### config.mk
export PLATFORM = sky130hd
export DESIGN_NAME = sc_reglfsr_gen
export DESIGN_NICKNAME = d
export VERILOG_FILES = /design/src/rtl/sc_reglfsr_pkg.sv /design/src/rtl/sc_reglfsr_gen_step.sv /design/src/rtl/sc_reglfsr_gen.sv
export SDC_FILE = /design/constraint.sdc
export NUM_CORES = 1
export LEC_CHECK = 0
export ABC_AREA = 1
export BUFFER_PORTS_ARGS = -buffer_cell sky130_fd_sc_hd__buf_2
export CAP_MARGIN = 20
export CORE_UTILIZATION = 60
export DETAILED_ROUTE_END_ITERATION = 8
export GPL_TIMING_DRIVEN = 0
export PLACE_DENSITY = 0.91
export SYNTH_ARGS = -nofsm -noshare
export SYNTH_HDL_FRONTEND = slang
export SYNTH_HIERARCHICAL = 1
export SYNTH_SLANG_ARGS = --single-unit
### constraint.sdc
create_clock -name SC_RegSHIFTER_CLOCK_50 -period 5 [get_ports SC_RegSHIFTER_CLOCK_50]
set_clock_uncertainty 0.15 [all_clocks]
set_input_delay 0.25 -clock SC_RegSHIFTER_CLOCK_50 [delete_from_list [all_inputs] [get_ports SC_RegSHIFTER_CLOCK_50]]
set_output_delay 0.25 -clock SC_RegSHIFTER_CLOCK_50 [all_outputs]
set_load 0.02 [all_outputs]
### src/rtl/sc_reglfsr_pkg.sv
// Shared types and constants for the SC_Reg LFSR generator.
// Holds the FSM encoding, mode codes and default tap masks.
package sc_reglfsr_pkg;

  typedef enum logic [1:0] {
    ST_IDLE  = 2'd0,
    ST_RUN   = 2'd1,
    ST_BURST = 2'd2,
    ST_DONE  = 2'd3
  } lfsr_fsm_e;

  localparam logic MODE_FIB = 1'b0;
  localparam logic MODE_GAL = 1'b1;

  localparam logic [3:0]  TAPS_W4  = 4'h9;
  localparam logic [7:0]  TAPS_W8  = 8'hB8;
  localparam logic [15:0] TAPS_W16 = 16'hB400;
  localparam logic [31:0] TAPS_W32 = 32'h8020_0003;

  // Zero means no stock mask exists for that width.
  function automatic logic [31:0] default_taps(
    input int unsigned w
  );
    logic [31:0] t;
    t = 32'h0;
    case (w)
      4:       t = {28'h0, TAPS_W4};
      8:       t = {24'h0, TAPS_W8};
      16:      t = {16'h0, TAPS_W16};
      32:      t = TAPS_W32;
      default: t = 32'h0;
    endcase
    return t;
  endfunction

endpackage

### src/rtl/sc_reglfsr_gen_step.sv
// Combinational LFSR next-state function.
// Fibonacci shifts left; Galois shifts right with masked feedback.
module sc_lfsr_step
  import sc_reglfsr_pkg::*;
#(
  parameter int unsigned WIDTH = 8
) (
  input  logic [WIDTH-1:0] i_state,
  input  logic             i_mode,
  input  logic [WIDTH-1:0] i_taps,
  output logic [WIDTH-1:0] o_next
);

  logic             w_fb;
  logic [WIDTH-1:0] w_fib;
  logic [WIDTH-1:0] w_gal;

  assign w_fb  = ^(i_state & i_taps);
  assign w_fib = {i_state[WIDTH-2:0], w_fb};
  assign w_gal = (i_state >> 1)
               ^ (i_state[0] ? i_taps : '0);

  assign o_next = (i_mode == MODE_FIB) ? w_fib
                                       : w_gal;

endmodule

### src/rtl/sc_reglfsr_gen.sv
// LFSR pseudo-random generator with seed load,
// free-run stepping and counted bursts.
module sc_reglfsr_gen
  import sc_reglfsr_pkg::*;
#(
  parameter int unsigned LFSR_WIDTH = 8,
  parameter logic [LFSR_WIDTH-1:0] LFSR_TAPS =
    LFSR_WIDTH'(default_taps(LFSR_WIDTH)),
  parameter logic [LFSR_WIDTH-1:0] LFSR_SEED_DEFAULT =
    LFSR_WIDTH'(1),
  parameter int unsigned BURST_CNT_WIDTH = 8
) (
  input  logic                       SC_RegSHIFTER_CLOCK_50,
  input  logic                       SC_RegSHIFTER_RESET_InHigh,
  input  logic                       load_In,
  input  logic [LFSR_WIDTH-1:0]      seed_InBUS,
  input  logic                       mode_In,
  input  logic                       enable_In,
  input  logic                       burst_start_In,
  input  logic [BURST_CNT_WIDTH-1:0] burst_len_InBUS,
  output logic [LFSR_WIDTH-1:0]      data_OutBUS,
  output logic                       valid_Out,
  output logic                       busy_Out,
  output logic                       done_Out,
  output logic                       wrap_Out,
  output logic                       zero_seed_err_Out
);

  if (LFSR_WIDTH < 4 || LFSR_WIDTH > 32) begin : g_bad_width
    $error("sc_reglfsr_gen: LFSR_WIDTH out of 4..32");
  end
  if (LFSR_SEED_DEFAULT == '0) begin : g_bad_seed
    $error("sc_reglfsr_gen: LFSR_SEED_DEFAULT is zero");
  end
  if (BURST_CNT_WIDTH < 1 || BURST_CNT_WIDTH > 32) begin : g_bad_cnt
    $error("sc_reglfsr_gen: BURST_CNT_WIDTH out of 1..32");
  end

  localparam logic [BURST_CNT_WIDTH-1:0] CNT_ONE =
    BURST_CNT_WIDTH'(1);

  logic [LFSR_WIDTH-1:0]      r_state;
  logic [LFSR_WIDTH-1:0]      r_seed;
  lfsr_fsm_e                  r_fsm;
  logic [BURST_CNT_WIDTH-1:0] r_cnt;
  logic                       r_valid;
  logic                       r_busy;
  logic                       r_done;
  logic                       r_wrap;
  logic                       r_err;

  logic [LFSR_WIDTH-1:0]      w_next;
  logic [LFSR_WIDTH-1:0]      w_seed_eff;
  logic                       w_seed_zero;
  lfsr_fsm_e                  w_fsm_nxt;
  logic [BURST_CNT_WIDTH-1:0] w_cnt_nxt;
  logic                       w_step;

  sc_lfsr_step #(
    .WIDTH(LFSR_WIDTH)
  ) u_step (
    .i_state(r_state),
    .i_mode (mode_In),
    .i_taps (LFSR_TAPS),
    .o_next (w_next)
  );

  assign w_seed_zero = (seed_InBUS == '0);
  assign w_seed_eff  = w_seed_zero ? LFSR_SEED_DEFAULT
                                   : seed_InBUS;

  // DONE shares IDLE's decisions; it only differs in done_Out.
  always_comb begin
    w_step    = 1'b0;
    w_fsm_nxt = r_fsm;
    w_cnt_nxt = r_cnt;
    if (load_In) begin
      w_fsm_nxt = ST_IDLE;
      w_cnt_nxt = '0;
    end else begin
      unique case (r_fsm)
        ST_BURST: begin
          w_step    = 1'b1;
          w_cnt_nxt = r_cnt - CNT_ONE;
          if (r_cnt == CNT_ONE) begin
            w_fsm_nxt = ST_DONE;
          end
        end
        ST_IDLE, ST_RUN, ST_DONE: begin
          if (burst_start_In) begin
            if (burst_len_InBUS != '0) begin
              w_fsm_nxt = ST_BURST;
              w_cnt_nxt = burst_len_InBUS;
            end else begin
              w_fsm_nxt = ST_DONE;
              w_cnt_nxt = '0;
            end
          end else if (enable_In) begin
            w_step    = 1'b1;
            w_fsm_nxt = ST_RUN;
          end else begin
            w_fsm_nxt = ST_IDLE;
          end
        end
      endcase
    end
  end

  always_ff @(posedge SC_RegSHIFTER_CLOCK_50 or
              posedge SC_RegSHIFTER_RESET_InHigh) begin
    if (SC_RegSHIFTER_RESET_InHigh) begin
      r_state <= LFSR_SEED_DEFAULT;
      r_seed  <= LFSR_SEED_DEFAULT;
      r_fsm   <= ST_IDLE;
      r_cnt   <= '0;
      r_valid <= 1'b0;
      r_busy  <= 1'b0;
      r_done  <= 1'b0;
      r_wrap  <= 1'b0;
      r_err   <= 1'b0;
    end else begin
      r_fsm   <= w_fsm_nxt;
      r_cnt   <= w_cnt_nxt;
      r_valid <= w_step;
      r_busy  <= (w_fsm_nxt == ST_BURST);
      r_done  <= (w_fsm_nxt == ST_DONE);
      r_wrap  <= w_step && (w_next == r_seed);
      if (load_In) begin
        r_state <= w_seed_eff;
        r_seed  <= w_seed_eff;
        r_err   <= w_seed_zero;
      end else if (w_step) begin
        r_state <= w_next;
      end
    end
  end

  assign data_OutBUS       = r_state;
  assign valid_Out         = r_valid;
  assign busy_Out          = r_busy;
  assign done_Out          = r_done;
  assign wrap_Out          = r_wrap;
  assign zero_seed_err_Out = r_err;

endmodule

==> key figures <==
Run status
  – Outcome: finished clean

Worst setup path
  – Crit path kind: flop to flop
  – R2R Path End: wrap_Out
  – R2r setup slk: 3.09 ns
  – CP max FO: 8
  – Crit path DAT: 2.02 ns
  – Worst Reg-to-Reg Cells: 8
  – Worst setup EP type: flop
  – CP Launch Type: flop
  – Worst r2r src: data_OutBUS[0]
  – Required @ worst endpoint: 5.11 ns

Floorplan
  – Rows: 20
  – Initial Utilization: 64.76%
  – Placeable core area: 3128 um2
  – Die Y: 60.11 um
  – Die footprint: 3613 um2
  – Die Width: 60.11 um
  – IO Pins: 35

Synthesis
  – Number of synthesis warnings: 6
  – Sequential share of the synthesized area: 38.42%
  – Synth Flop Type: dfrtp_1
  – Number of synthesized flops with an enable pin: 0
  – Synth unique cells: 28
  – Cell count after synthesis: 293
  – Flops & latches, synth: 31
  – Ranking of synthesized cells by area: dfrtp_1, nand2_1, nor2_1
  – Mapped cell area: 2026 um2
  – Mapped Avg Cell Area: 6.914 um2
  – Synth top area share: 35.82%
  – Cell type with the highest aggregate area in the netlist: dfrtp_1
  – Async SR Flop Fraction: 100.0%

Power and ir drop
  – Lkg Pwr: 1.378 nW
  – Worst vdd ir: 0.2275 mV
  – Power Dens Cells: 272.9 nW/um2

Global route
  – Met2 Usage GRT: 43.80%
  – Number of global-route vias before repair: 1720
  – Grt ovf: 0
  – M1 GR Usage: 37.89%
  – Met3 track demand over resource: 5.628%
  – Largest net degree at the start of global routing: 17
  – Initial antenna violation count: 0
  – Gr usage total: 27.62%
  – First-pass GRT wire length: 7369 um
  – GRT Max-Usage Layer: met2

STA
  – Slew Limit Fails: 0
  – Final hold violations: 0
  – Final min period: 1.909 ns
  – Final worst hold slack: 0.02196 ns
  – Unrepaired setup endpoints after global routing: false
  – Achievable clock frequency: 523.9 MHz
  – Setup TNS: 0 ns
  – Final Setup Violations: 0
  – Period Utilization, post-route: 38.18%

Cells and area
  – Filler instances: 235
  – Synthesis-to-finish area growth: 19.21%
  – Final Util: 77.20%
  – ANT cells: 0
  – Non-filler cells in the finished layout: 395
  – Multi-input gate area: 1139 um2
  – Layout cell share with drive strength beyond 1: 19.94%
  – Register area: 778.2 um2
  – Post-route cell area: 2415 um2
  – # nets final: 374

Clock tree
  – Worst-skew pair later-pin latency: 0.33 ns
  – H-tree levels: 2
  – Clk pin slew, worst setup/hold paths: 0.09 ns
  – Clk root buf: clkbuf_4
  – TritonCTS clock tree: yes
  – Cts repair resizes: 0
  – CTS Buffer Depth: 2
  – Clock sinks: 31
  – TritonCTS Buffers: 5

Min path
  – Worst hold path type: primary input to flop
  – Destination of the worst hold path: data_OutBUS[6]
  – Hold Startpoint: seed_InBUS[6]
  – Hold path depth: 3

Drt
  – DRC viols: 0
  – Routed wire per std cell: 11.45 um
  – Antenna-violating nets left: 0
  – Detailed-route via count: 1953
  – Via-to-Cell Ratio: 4.944
  – Final WL: 4522 um
  – DRT iter0 DRCs: 110
  – Drt pass-1 iters: 5

Placed design
  – Detail Placement HPWL: 3486 um
  – Post-Place Cells: 386
  – Port bufs: 34
  – DP Area: 2355 um2
  – Final GP Congestion: 0.8936

Flow run
  – Max cap viols: 0
==> where the power goes <==
part	switching (mW)	internal [mW]	total (mW)	leakage, nW
logic	0.135	0.0836	0.219	0.959
clock network	0.0835	0.0547	0.138	0.0293
registers	0.0260	0.276	0.302	0.390
total	0.245	0.414	0.659	1.38
==> stage by stage <==
stage                     total power [mW]  setup WS [ns]
after global routing                0.7022          2.928
after CTS                           0.6558          3.154
final                               0.6590          3.091
after detailed placement            0.5200          3.189
after floorplan                     0.4599          3.285
after global placement              0.5068          3.222
==> timing repair <==
item	CTS	global route
buffers inserted	0	0
hold endpoints to repair	29	0
hold buffers	1	0
==> state kept, by name, indices dropped and copies added, names as in the netlist <==
signal	cells
busy_Out	1
r_cnt	8
done_Out	1
data_OutBUS	8
zero_seed_err_Out	1
wrap_Out	1
valid_Out	1
r_seed	8
r_fsm	2
==> synth_stat cells, types with 6 or more instances <==
cell type,count
xnor2_1,6
nor2_1,31
xor2_1,11
nand2_1,114
dfrtp_1,29
o21ai_0,13
inv_1,25
inv_2,6
nand2_2,8
nand3_1,22
==> layout make-up <==
class,instances,share of cell area [%]
Buffer,5,1.710
Clock buffer,7,1.865
Clock inverter,1,0.2073
Inverter,31,4.819
Multi-Input combinational cell,239,47.15
Sequential cell,31,32.23
Tap cell,44,2.280
Timing Repair Buffer,37,9.741
==> metal layers <==
metal,share of wire (%),routed length [um]
met5,0,0
met4,0.91,41
met3,7.0,316
met2,47,2122
met1,45,2042
==> logic make-up (layout without fill, tap and decap cells) <==
group | count (synthesis) | in the layout | share of synthesized area, %
AOI/OAI and AO/OA | 22 | 22 | 5.992
xor gates and xnor gates | 17 | 17 | 7.350
adders and majority gates | 2 | 2 | 1.235
buffers and inverters | 36 | 81 | 7.782
DFF | 31 | 31 | 38.42
other | 2 | 15 | 0.3707
and+or+nand+nor | 183 | 183 | 38.85
==> worst max path at each step <==
stage | start | cells past startpoint | slack (ns) | end
final | data_OutBUS[0] | 8 | 3.09 | wrap_Out
after global routing | data_OutBUS[4] | 15 | 2.93 | wrap_Out
after CTS | data_OutBUS[0] | 8 | 3.15 | wrap_Out
after detailed placement | data_OutBUS[4] | 15 | 3.19 | wrap_Out
after global placement | data_OutBUS[5] | 15 | 3.22 | wrap_Out
after floorplan | data_OutBUS[0] | 8 | 3.28 | wrap_Out
==> cells in the final DEF, fill, tap and decap left out, types with 2 or more instances in the layout <==
cell type / netlist / layout
a21oi_1: 2 / 2
buf_16: 0 / 2
buf_2: 0 / 34
buf_4: 2 / 2
buf_6: 2 / 2
clkbuf_1: 1 / 3
clkbuf_4: 0 / 5
conb_1: 2 / 15
dfrtp_1: 29 / 29
dfstp_2: 2 / 2
ha_1: 2 / 2
inv_1: 25 / 25
inv_2: 6 / 6
nand2_1: 114 / 114
nand2_2: 8 / 8
nand2_4: 2 / 2
nand3_1: 22 / 22
nor2_1: 31 / 31
nor2_2: 2 / 2
o21ai_0: 13 / 13
o21ai_1: 2 / 2
o22ai_1: 2 / 2
xnor2_1: 6 / 6
xor2_1: 11 / 11
==> critical path: stages, from the launching register on <==
cell	delay, ns
dfstp_2	0.55
buf_6	0.14
nand2_1	0.07
xor2_1	0.14
o21ai_0	0.35
xor2_1	0.14
nor2_1	0.12
nand3_1	0.08
nor2_1	0.11
(Power assumes the default switching activity.)
